### config.mk
export PLATFORM = sky130hd
export DESIGN_NAME = text_ber_monitor_flat
export DESIGN_NICKNAME = d
export VERILOG_FILES = /design/src/rtl/text_ber_monitor_pkg.sv /design/src/rtl/text_ber_monitor_if.sv /design/src/rtl/text_ref_rom.sv /design/src/rtl/text_ber_monitor.sv /design/src/flat_wrapper.sv
export SDC_FILE = /design/constraint.sdc
export NUM_CORES = 1
export LEC_CHECK = 0
export CAP_MARGIN = 20
export CORE_ASPECT_RATIO = 0.9
export CORE_UTILIZATION = 40
export CTS_CLUSTER_DIAMETER = 30
export DETAILED_ROUTE_END_ITERATION = 6
export DONT_BUFFER_PORTS = 1
export GPL_TIMING_DRIVEN = 0
export PLACE_DENSITY = 0.59
export SETUP_SLACK_MARGIN = 0.3
export SLEW_MARGIN = 20
export SYNTH_ARGS = -nofsm -noshare
export SYNTH_HDL_FRONTEND = slang
export SYNTH_SLANG_ARGS = --single-unit
### constraint.sdc
create_clock -name clk -period 8.6 [get_ports clk]
set_input_delay 1.29 -clock clk [delete_from_list [all_inputs] [get_ports clk]]
set_output_delay 1.29 -clock clk [all_outputs]
set_load 0.005 [all_outputs]
### src/rtl/text_ber_monitor_pkg.sv
// Shared definitions for the text link checker: FSM states, character width
// and the reference message used by both the source stage and the monitor.
package text_ber_monitor_pkg;

   typedef enum logic [1:0] {
      IDLE  = 2'd0,
      RUN   = 2'd1,
      DRAIN = 2'd2,
      DONE  = 2'd3
   } state_t;

   localparam int CHAR_W  = 8;
   localparam int REF_LEN = 16;
   localparam logic [CHAR_W*REF_LEN-1:0] REF_MSG = "HELLO_WORLD_1234";

   // Character pos of the message; the first character sits in the top byte.
   function automatic logic [CHAR_W-1:0] ref_char(input int unsigned pos);
      int unsigned k;
      k = pos % REF_LEN;
      return REF_MSG[CHAR_W*(REF_LEN-1-k) +: CHAR_W];
   endfunction

endpackage

### src/rtl/text_ber_monitor_if.sv
// Recovered-character stream between the decompressor and the monitor.
interface text_ber_monitor_if;
   import text_ber_monitor_pkg::*;

   logic              in_valid;
   logic [CHAR_W-1:0] in_data;
   logic              in_ready;

   modport master (output in_valid, output in_data, input in_ready);
   modport slave  (input in_valid, input in_data, output in_ready);

endinterface

### src/rtl/text_ref_rom.sv
// Reference message ROM with a single registered read port.
module text_ref_rom
   import text_ber_monitor_pkg::*;
#(
   parameter int MSG_LEN = 16,
   parameter int ADDR_W  = 4
) (
   input  logic              clk,
   input  logic [ADDR_W-1:0] addr,
   output logic [CHAR_W-1:0] data
);

   logic [CHAR_W-1:0] rom_table [MSG_LEN];

   generate
      for (genvar gi = 0; gi < MSG_LEN; gi++) begin : g_rom
         assign rom_table[gi] = ref_char(gi);
      end
   endgenerate

   always_ff @(posedge clk) begin
      data <= rom_table[addr];
   end

endmodule

### src/rtl/text_ber_monitor.sv
// Compares the recovered character stream against the reference message and
// accumulates character/bit error counts over one message run.
module text_ber_monitor
   import text_ber_monitor_pkg::*;
#(
   parameter int MSG_LEN = 16,
   parameter int CNT_W   = 16,
   parameter int TIMEOUT = 1024
) (
   input  logic             clk,
   input  logic             reset,
   input  logic             start,
   text_ber_monitor_if.slave in_if,
   output logic             busy,
   output logic             done,
   output logic             timed_out,
   output logic [CNT_W-1:0] char_count,
   output logic [CNT_W-1:0] char_err_count,
   output logic [CNT_W-1:0] bit_err_count,
   output logic [CNT_W-1:0] first_err_idx,
   output logic             first_err_valid
);

   localparam int IDX_W = (MSG_LEN > 1) ? $clog2(MSG_LEN) : 1;
   localparam int TMR_W = (TIMEOUT > 1) ? $clog2(TIMEOUT) : 1;

   function automatic logic [3:0] popcount8(input logic [CHAR_W-1:0] v);
      logic [3:0] n;
      n = '0;
      for (int i = 0; i < CHAR_W; i++) n = n + {3'b000, v[i]};
      return n;
   endfunction

   function automatic logic [CNT_W-1:0] sat_add(input logic [CNT_W-1:0] a, input logic [3:0] b);
      logic [CNT_W:0] s;
      s = {1'b0, a} + {{(CNT_W-3){1'b0}}, b};
      return s[CNT_W] ? '1 : s[CNT_W-1:0];
   endfunction

   state_t            state_reg, state_next;
   logic [IDX_W-1:0]  idx_reg;
   logic [TMR_W-1:0]  timer_reg;
   logic              drain_reg;
   logic              ready;
   logic              accept, restart, last_char, timeout_hit;

   logic              s1_valid_reg, s2_valid_reg;
   logic [CHAR_W-1:0] s1_data_reg, ref_q;
   logic [IDX_W-1:0]  s1_idx_reg, s2_idx_reg;
   logic [3:0]        s2_pc_reg;

   assign accept      = in_if.in_valid && ready;
   assign restart     = start && (state_reg == IDLE || state_reg == DONE);
   assign last_char   = accept && (idx_reg == IDX_W'(MSG_LEN - 1));
   assign timeout_hit = (state_reg == RUN) && !accept && (timer_reg == TMR_W'(TIMEOUT - 1));
   assign in_if.in_ready = ready;

   always_ff @(posedge clk or posedge reset) begin
      if (reset) state_reg <= IDLE;
      else       state_reg <= state_next;
   end

   always_comb begin
      state_next = state_reg;
      case (state_reg)
         IDLE:    if (restart) state_next = RUN;
         RUN:     if (last_char || timeout_hit) state_next = DRAIN;
         DRAIN:   if (drain_reg) state_next = DONE;
         DONE:    state_next = restart ? RUN : IDLE;
         default: state_next = IDLE;
      endcase
   end

   always_comb begin
      ready = 1'b0;
      busy  = 1'b0;
      done  = 1'b0;
      case (state_reg)
         RUN:     begin ready = 1'b1; busy = 1'b1; end
         DRAIN:   busy = 1'b1;
         DONE:    done = 1'b1;
         default: ;
      endcase
   end

   // Run control: character index, idle timer, drain length, timeout flag.
   always_ff @(posedge clk or posedge reset) begin
      if (reset) begin
         idx_reg   <= '0;
         timer_reg <= '0;
         drain_reg <= 1'b0;
         timed_out <= 1'b0;
      end else begin
         drain_reg <= (state_reg == DRAIN) && !drain_reg;
         if (restart) begin
            idx_reg   <= '0;
            timer_reg <= '0;
            timed_out <= 1'b0;
         end else if (state_reg == RUN) begin
            if (accept) begin
               idx_reg   <= idx_reg + 1'b1;
               timer_reg <= '0;
            end else begin
               timer_reg <= timer_reg + 1'b1;
            end
            if (timeout_hit) timed_out <= 1'b1;
         end
      end
   end

   text_ref_rom #(
      .MSG_LEN (MSG_LEN),
      .ADDR_W  (IDX_W)
   ) u_rom (
      .clk  (clk),
      .addr (idx_reg),
      .data (ref_q)
   );

   // Stage 1 aligns the captured character with the ROM word; stage 2 holds its error weight.
   always_ff @(posedge clk or posedge reset) begin
      if (reset) begin
         s1_valid_reg <= 1'b0;
         s1_data_reg  <= '0;
         s1_idx_reg   <= '0;
         s2_valid_reg <= 1'b0;
         s2_pc_reg    <= '0;
         s2_idx_reg   <= '0;
      end else begin
         s1_valid_reg <= accept;
         s1_data_reg  <= in_if.in_data;
         s1_idx_reg   <= idx_reg;
         s2_valid_reg <= s1_valid_reg;
         s2_pc_reg    <= popcount8(s1_data_reg ^ ref_q);
         s2_idx_reg   <= s1_idx_reg;
      end
   end

   always_ff @(posedge clk or posedge reset) begin
      if (reset) begin
         char_count      <= '0;
         char_err_count  <= '0;
         bit_err_count   <= '0;
         first_err_idx   <= '0;
         first_err_valid <= 1'b0;
      end else if (restart) begin
         char_count      <= '0;
         char_err_count  <= '0;
         bit_err_count   <= '0;
         first_err_idx   <= '0;
         first_err_valid <= 1'b0;
      end else if (s2_valid_reg) begin
         char_count <= sat_add(char_count, 4'd1);
         if (s2_pc_reg != 4'd0) begin
            char_err_count <= sat_add(char_err_count, 4'd1);
            bit_err_count  <= sat_add(bit_err_count, s2_pc_reg);
            if (!first_err_valid) begin
               first_err_idx   <= CNT_W'(s2_idx_reg);
               first_err_valid <= 1'b1;
            end
         end
      end
   end

endmodule

### src/flat_wrapper.sv
// flat-port wrapper written by rule: the top's interface ports become plain ports
module text_ber_monitor_flat import text_ber_monitor_pkg::*;
#(
   parameter int MSG_LEN = 16,
   parameter int CNT_W   = 16,
   parameter int TIMEOUT = 1024
)
  (clk, reset, start, busy, done, timed_out, char_count, char_err_count, bit_err_count, first_err_idx, first_err_valid, in_if_in_valid, in_if_in_data, in_if_in_ready);
  text_ber_monitor_if in_if_i ();
  input  logic clk;
  input  logic reset;
  input  logic start;
  output logic busy;
  output logic done;
  output logic timed_out;
  output logic [CNT_W-1:0] char_count;
  output logic [CNT_W-1:0] char_err_count;
  output logic [CNT_W-1:0] bit_err_count;
  output logic [CNT_W-1:0] first_err_idx;
  output logic first_err_valid;
  input wire logic [$bits(in_if_i.in_valid)-1:0] in_if_in_valid;
  input wire logic [$bits(in_if_i.in_data)-1:0] in_if_in_data;
  output wire logic [$bits(in_if_i.in_ready)-1:0] in_if_in_ready;
  assign in_if_i.in_valid = in_if_in_valid;
  assign in_if_i.in_data = in_if_in_data;
  assign in_if_in_ready = in_if_i.in_ready;
  text_ber_monitor #(.MSG_LEN(MSG_LEN), .CNT_W(CNT_W), .TIMEOUT(TIMEOUT)) u_core (.clk(clk), .reset(reset), .start(start), .in_if(in_if_i), .busy(busy), .done(done), .timed_out(timed_out), .char_count(char_count), .char_err_count(char_err_count), .bit_err_count(bit_err_count), .first_err_idx(first_err_idx), .first_err_valid(first_err_valid));
endmodule
* Yosys cells after proc, flatten, opt, wreduce, memory -nomap -nowiden
Memories as Yosys holds them, arrays and structs flattened. A register that Yosys moved wholly into a read port is not among the register bits. Index checks and enable logic that the tools add are counted.
Word-level totals: bits in registers 105, bits in latches 0, bits in writable memories 0, bits in read-only memories 128, word-level logic and storage cells 98, memories 1
Memory list:
- (no name shown) | words 16, width 8, rd ports 1, clocked after Yosys merged registers in 1, write ports 0, line text_ref_rom.sv:22 | data <= rom_table[addr];
Operators by class: add/sub/neg operators 12, multiply operators 0, div/mod/pow operators 0, order comparisons 0, equality and inequality tests 9, shift operators 0, mux-type cells 35, bitwise operators 2, reduce and logical (&&, ||, !) cells 23
Operator list (number):
- $mux W16 | 15
- $add A16 B1 Y17 const B | 2
- $mux W10 | 3
- $add A4 B1 Y4 | 6
- $add A16 B4 Y17 | 1
- $mux W4 | 3
- $add A10 B1 Y10 const B | 1
- $eq A10 B10 Y1 const B | 1
- $mux W1 | 10
- $reduce_bool A2 Y1 | 5
- $pmux W2 S4 | 1
- $xor A8 B8 Y8 | 1
- $logic_and A1 B1 Y1 | 6
- $mux W2 | 3
- $ne A2 B1 Y1 const B | 3
- $reduce_and A2 Y1 | 3
- $reduce_and A3 Y1 | 2
- $not A4 Y5 | 1
- $add A4 B1 Y4 const B | 1
- $eq A2 B2 Y1 const B | 2
- $eq A4 B4 Y1 const B | 1
- $reduce_bool A4 Y1 | 1
- $add A1 B1 Y2 | 1
- $eq A2 B1 Y1 const B | 1
- other kinds (5) | 7

* Longest topological paths before layout
Gate-level depths: netlist of run 1.
depth in word-level cells 9, gate-level depth with buffers 8

* Modules after synthesis
Synthesis of run 1 repeated with hierarchy kept, for this count alone.
Unflattened totals: cell total of the unflattened synthesis 503, area, all modules 5019.8 um2
Modules (own cells, without submodules):
- text_ber_monitor | times used 1, cells each 472, area an instance 4703.3 um2, seq. area each 2327.2 um2
- text_ref_rom | times used 1, cells each 31, area an instance 316.6 um2, seq. area each 140.1 um2

* Least setup slack after synthesis of run 1
OpenSTA, ideal clock, no wires.
path kind register -> register, start point register u_core.s1_data_reg[2], end point register u_core.s2_pc_reg[1], arrival 2.499 ns, data required time 8.536 ns, slack 6.037 ns, cell stages (with the launch flop) 9, path buffers 0, cells stage by stage dfrtp_1 xnor2_1 fa_1 inv_1 fa_1 fa_1 inv_1 fa_1 inv_1
On the way: longest elaborated chain between the ends 7
RTL lines:
- start, declared | line text_ber_monitor.sv:48 | logic [CHAR_W-1:0] s1_data_reg, ref_q;
- start signal, assigned | line text_ber_monitor.sv:131 | s1_data_reg <= in_if.in_data;
- $xor A8 B8 Y8 | line text_ber_monitor.sv:134 | s2_pc_reg <= popcount8(s1_data_reg ^ ref_q);
- $add A4 B1 Y4 (6 in series) | line text_ber_monitor.sv:30 | for (int i = 0; i < CHAR_W; i++) n = n + {3'b000, v[i]};
- end signal, assigned | line text_ber_monitor.sv:134
- end, declared | line text_ber_monitor.sv:50 | logic [3:0] s2_pc_reg;
Every way passes these cells. A chain may end at the register's enable or synchronous reset.

* Worst setup path after layout of run 1
Ends and elaborated chain as after synthesis.

==> results of run 1 <==
[Yosys cell counts, types with 2 or more instances]
library cell,instances,area (um2)
buf_6,4,45.04
nand4_1,15,93.84
and2_1,5,31.28
dfrtp_1,93,2327
mux2i_1,9,90.09
a31oi_1,14,87.58
a21oi_1,35,175.2
and3_1,17,106.4
dfxtp_1,7,140.1
buf_4,12,90.09
buf_2,4,20.02
or3_1,2,12.51
o21ai_0,28,140.1
nor2_1,53,198.9
and4_2,3,30.03
a211oi_1,13,97.59
o211a_1,2,20.02
a2bb2oi_1,3,26.28
nor3_1,11,55.05
nor3b_1,2,15.01
nand2b_1,3,18.77
inv_1,18,67.56
and4_1,12,105.1
and2_4,2,17.52
ha_1,20,250.2
a21o_1,3,22.52
xor2_1,7,61.31
nor4_1,2,12.51
a41oi_1,2,17.52
a311oi_1,7,61.31
clkbuf_1,16,60.06
nand3_1,23,115.1
nand2_1,24,90.09
o21a_1,2,15.01
fa_1,5,100.1
nor2b_1,5,31.28
xnor2_1,7,61.31
[routing by layer]
metal,track usage (%),wire (um)
met2,30.29,5506
met4,6.085,142
met5,0,0
met1,25.42,5378
met3,5.492,813
[cells by family (layout without fill, tap and decap cells)]
family                     count (synthesis)  after routing  synth area share (%)
AOI/OAI and AO/OA                        121            121                 15.50
xor gates and xnor gates                  14             14                 2.399
adders and majority gates                 25             25                 6.854
buffers and inverters                     56             73                 5.875
DFF                                      100            100                 48.27
muxes                                     10             10                 1.983
other                                      1             12               0.07337
and+or+nand+nor                          182            182                 19.05
[report_power, final]
part | total [mW] | internal, mW | switching (mW)
registers | 0.636 | 0.550 | 0.0864
logic | 0.501 | 0.187 | 0.314
clock network | 0.386 | 0.200 | 0.186
total | 1.52 | 0.937 | 0.587
[cell type report]
type	count	area (um2)	area share [%]
sequential	100	2467	43.52
multi-input combinational	364	2385	42.07
buffer	38	232.7	4.105
clock buffer	9	225.2	3.973
tap	160	200.2	3.531
inverter	18	72.57	1.280
clock inverter	7	58.81	1.037
timing repair buffer	1	27.53	0.4855
[cell usage in the layout, fill, tap and decap left out, types with 4 or more instances in the layout]
cell and instances:
xor2_1 7, ha_1 20, and3_1 17, nor2b_1 5
mux2i_1 9, and4_1 12, inv_1 17, a21oi_1 35
a31oi_1 14, clkbuf_1 16, dfrtp_1 93, buf_2 4
conb_1 12, nor3_1 11, a311oi_1 7, dfxtp_1 7
a211oi_1 13, nand4_1 15, buf_4 12, nor2_1 53
and2_1 5, clkbuf_16 9, xnor2_1 7, buf_6 4
o21ai_0 28, fa_1 5, nand3_1 23, nand2_1 24
[per-stage QoR]
step / util (%) / cell area [um2] / hold slack [ns]
floorplan: - / 5152 / 0.3312
global placement: 43.64 / 5353 / 0.3344
detailed placement: 43.90 / 5385 / 0.3358
CTS: 46.22 / 5669 / 0.3514
global route: 46.22 / 5669 / 0.3700
finish: 46.22 / 5669 / 0.3470
[final timing paths]
| path | startpoint | end | cells past startpoint |
|---|---|---|---|
| max | u_core.s1_data_reg[2] | u_core.s2_pc_reg[1] | 8 |
| min in group asynchronous | reset | u_core.first_err_idx[1] | 1 |
| min | u_core.s1_valid_reg | u_core.s2_valid_reg | 0 |
| max reg2reg | u_core.s1_data_reg[2] | u_core.s2_pc_reg[1] | 8 |
| max in group asynchronous | reset | u_core.bit_err_count[1] | 2 |
| min reg2reg | u_core.s1_valid_reg | u_core.s2_valid_reg | 0 |
==> results.cfg, run 1 <==
[status]
status = completed

[timing]
fmax_mhz = 374.5
setup_viol = 0
fin_crit_ns = 2.671
relSlewSlack_pct = 53.84
skew_ns = 0.007902
fin_crit_sh_pct = 31.05
tns_ns = 0
fin_ws_ns = 5.929
rsz0062_at_grt = false
tightest_slew_ns = 0.6925
hold_viol = 0
slew_viol_final = 0

[synthesis]
synthFlopType = dfrtp_1
ys_seq_area_share_pct = 48.27
ys.warnings.count = 0
avgSynthCellArea_um2 = 10.04
synth_cells = 509
syn-cell-area_um2 = 5111
synth_seq_cells = 100
synth_edf_count = 0
async_flop_share_pct = 93.00
yosys.cell_types.count = 56

[clock_network]
clk_pin_slew_ns = 0.07
cts.hold.buffers_added = 0
clock-sinks = 100
cts_tree = built
postCtsSetupBuffers = 0
cts_htree_levels = 3
cts_root_buffer = clkbuf_16
cts_buffer_depth = 2
worstSkewPairLatency_ns = 0.35
cts_repair_resize_count = 0
cts_made_buffers = 9

[die]
rows = 38
design.die.area_um2 = 13240
ios = 81
core_um2 = 12270
die_h_um = 109.2
start_util_pct = 41.67
dieWidth_um = 121.2

[routing]
post_drt_wl_per_cell_um = 16.99
totalWireLength_mm = 11.84
drtPass1Iterations = 4
dr.first_iter.drc_count = 211
drc_errors = 0
vias_per_cell = 5.528
vias = 3853
antenna_left = 0

[critical_path]
crit_buf_inv = 3
cp_data_required_time_ns = 8.88
crit_fanout = 2
r2r_slack_ns = 5.93
slowest_delay_ns = 0.53
worst_setup_path_start_kind = register
crit_type = reg2reg
crit_path_top_delay_cell = fa_1
cp-end-kind = register
path_cells = xnor2_1 -> fa_1 -> inv_1 -> fa_1 -> fa_1 -> inv_1 -> fa_1 -> inv_1
critPathTopFamily = adder cells
crit_top_cell = fa_1
cp.arrival_ns = 2.96

[placed_design]
placedCellCount = 681
place_ws_ns = 5.923
dp_hpwl_mm = 8.450
routabilityCongestion = 0.8453
port_buffers = 0

[layout]
n_antenna_cell = 0
finalNonFillerCells = 697
nFillCells = 1193
largest_registers = u_core.bit_err_count: 16 flops, u_core.char_count: 16 flops, u_core.char_err_count: 16 flops
fin_nets = 569
area_growth_pct = 10.92
drive_gt1_share_pct = 9.311

[job]
max_cap_viol_count = 0

[global_routing]
grt-ovfl-total = 0
grt_max_degree = 72
antenna_found_initial = 0
grt_pass1_vias = 3817
grt_usage_pct = 19.18
grt_pass1_wl_mm = 19.68

[pwr]
power_density_nw_per_um2 = 268.8
max-vdd-ir-drop_v = 0.0001420
finalPower_mw = 1.524
p_leak_nw = 2.590

[hold_path]
worstHoldPathType = reg2reg
No activity file was read; power rests on OpenSTA's default activity.
==> inputs of run 2 (changes only) <==
PLACE_DENSITY = 0.61   (was 0.59)
clock period = 2.2 ns   (was 8.6 ns; I/O delays follow)
==> results.cfg, run 2 (same netlist as run 1, synthesis figures left out) <==
[timing]
rsz0062_at_grt = true
fin_ws_ns = -0.3104
tightest_slew_ns = 0.5014
fin_crit_ns = 2.510
fmax_mhz = 398.3
relSlewSlack_pct = 66.35
slew_viol_final = 0
setup_viol = 3
fin_crit_sh_pct = 114.1
skew_ns = 0.01057
tns_ns = -0.8783
hold_viol = 0

[critical_path]
crit_type = reg2reg
worst_setup_path_start_kind = register
cp_data_required_time_ns = 2.48
crit_fanout = 2
rr_endpoint = u_core.s2_pc_reg[1]
r2r_slack_ns = -0.31
cp.arrival_ns = 2.79
cp-end-kind = register
rr_worst_depth = 8
r2r_start = u_core.s1_data_reg[5]

[placed_design]
port_buffers = 0
dpl_cell_area_um2 = 5469
routabilityCongestion = 0.8262
place_ws_ns = -0.2962
dp_hpwl_mm = 8.551

[layout]
multi_input_area_um2 = 2579
mostFrequentLayoutCell = dfrtp_1
fin_area_um2 = 6138
most-common-layout-cells = dfrtp_1 (84), nor2_1 (51), a21oi_1 (33), buf_4 (28), o21ai_0 (26)
nFillCells = 1131
register_area_um2 = 2479
drive_gt1_share_pct = 21.42
largest_registers = u_core.bit_err_count: 16 flops, u_core.char_count: 16 flops, u_core.char_err_count: 16 flops
fin_nets = 597
n_antenna_cell = 0
area_growth_pct = 20.10

[routing]
vias = 4092
drtPass1Iterations = 5
drc_errors = 0
antenna_left = 0
vias_per_cell = 5.644
post_drt_wl_per_cell_um = 17.50
totalWireLength_mm = 12.69
dr.first_iter.drc_count = 235

[global_routing]
grt_max_degree = 34
grt_pass1_wl_mm = 21.00
grt_pass1_vias = 4010
antenna_found_initial = 0
grt-ovfl-total = 0
grt_usage_pct = 20.66

[status]
violations = negative setup slack
status = finished with violations

[clock_network]
cts_made_buffers = 9
clock-sinks = 100
cts_tree = built
worstSkewPairLatency_ns = 0.35
cts_root_buffer = clkbuf_16
cts_htree_levels = 3
cts_buffer_depth = 2
clk_pin_slew_ns = 0.07

[pwr]
clockPowerShare_pct = 22.8
power_density_nw_per_um2 = 1059
p_int_mw = 4.021
seq_power_share_pct = 38.9
p_leak_nw = 2.767
max-vdd-ir-drop_v = 0.0004521
p_sw_share_pct = 38.12
p_comb_share_pct = 38.3
finalPower_mw = 6.499
p_switching_mw = 2.477

[die]
core_um2 = 12270
ios = 81
die_h_um = 109.2
dieWidth_um = 121.2
design.die.area_um2 = 13240
start_util_pct = 41.67
rows = 38

[job]
max_cap_viol_count = 0

[hold_path]
worstHoldPathType = in2reg
min_to = u_core.bit_err_count[5]
min_path_cells = 3
hp-start = start
==> run 2: cell types whose count changed in the layout (fill, tap and decap cells not counted), moves of 3 or more <==
cell           previous run  this run
ha_4                      0         5
clkbuf_1                 16         7
dfrtp_1                  93        84
dfrtp_2                   0         9
inv_1                    17        13
dlygate4sd3_1             0         9
ha_1                     20        12
ha_2                      0         3
clkinvlp_4                2         5
inv_6                     3         0
buf_4                    12        28
clkbuf_2                  1         9
buf_12                    0         3
==> run 2: how the worst max path moves through the flow <==
stage | end | slack, ns | from | depth (start not counted)
global placement | u_core.s2_pc_reg[1] | -0.28 | u_core.s1_data_reg[5] | 8
global route | u_core.s2_pc_reg[1] | -0.47 | u_core.s1_data_reg[5] | 8
floorplan | u_core.s2_pc_reg[1] | -0.22 | u_core.s1_data_reg[5] | 8
finish | u_core.s2_pc_reg[1] | -0.31 | u_core.s1_data_reg[5] | 8
detailed placement | u_core.s2_pc_reg[2] | -0.30 | u_core.s1_data_reg[5] | 8
CTS | u_core.s2_pc_reg[1] | -0.31 | u_core.s1_data_reg[5] | 8
==> run 2: worst max-delay path: stages (launching register included) <==
cell and delay (ns):
dfrtp_1 0.39, xnor2_1 0.15, fa_1 0.53, inv_1 0.05, fa_1 0.46, fa_2 0.37
inv_2 0.06, fa_1 0.39, inv_1 0.06
==> run 2: per-layer routing <==
metal / routed length, um / GRT usage, % / up-vias
met5: 0 / 0 / -
met4: 206 / 6.614 / 0
met3: 888 / 7.113 / 18
met2: 6003 / 33.31 / 135
met1: 5590 / 26.04 / 2013
li1: - / - / 1926
==> run 2: power by group through the flow <==
stage               Clock (mW)  Combinational (mW)  Sequential (mW)
finish                    1.48                2.49             2.53
global route              1.60                2.83             2.58
CTS                       1.51                2.33             2.52
detailed placement           0                2.02             2.54
global placement             0                1.95             2.53
floorplan                    0                1.51             2.44
==> run 2: area by class of cell <==
type,instances,share of cell area (%)
Multi-Input combinational cell,364,42.01
Sequential cell,100,40.38
Timing Repair Buffer,29,4.586
Buffer,38,4.097
Clock buffer,10,3.730
Tap cell,160,3.261
Inverter,18,1.264
Clock inverter,6,0.6726
==> run 2: metrics by stage <==
stage / std cells / hold WS, ns / util (%)
finish: 725 / 0.2490 / 50.04
global route: 725 / 0.2593 / 50.04
CTS: 718 / 0.2391 / 49.06
detailed placement: 683 / 0.1959 / 44.58
global placement: 680 / 0.3345 / 44.09
floorplan: 520 / 0.3312 / -
==> run 2: timing repair <==
| item | in CTS | in global routing |
|---|---|---|
| hold buffers | 9 | 0 |
| gates resized for setup | 32 | 32 |
| endpoints found under the setup margin | 72 | 47 |
| hold endpoints to repair | 19 | 0 |
| setup buffers | 10 | 7 |
| pin swaps | 6 | 5 |
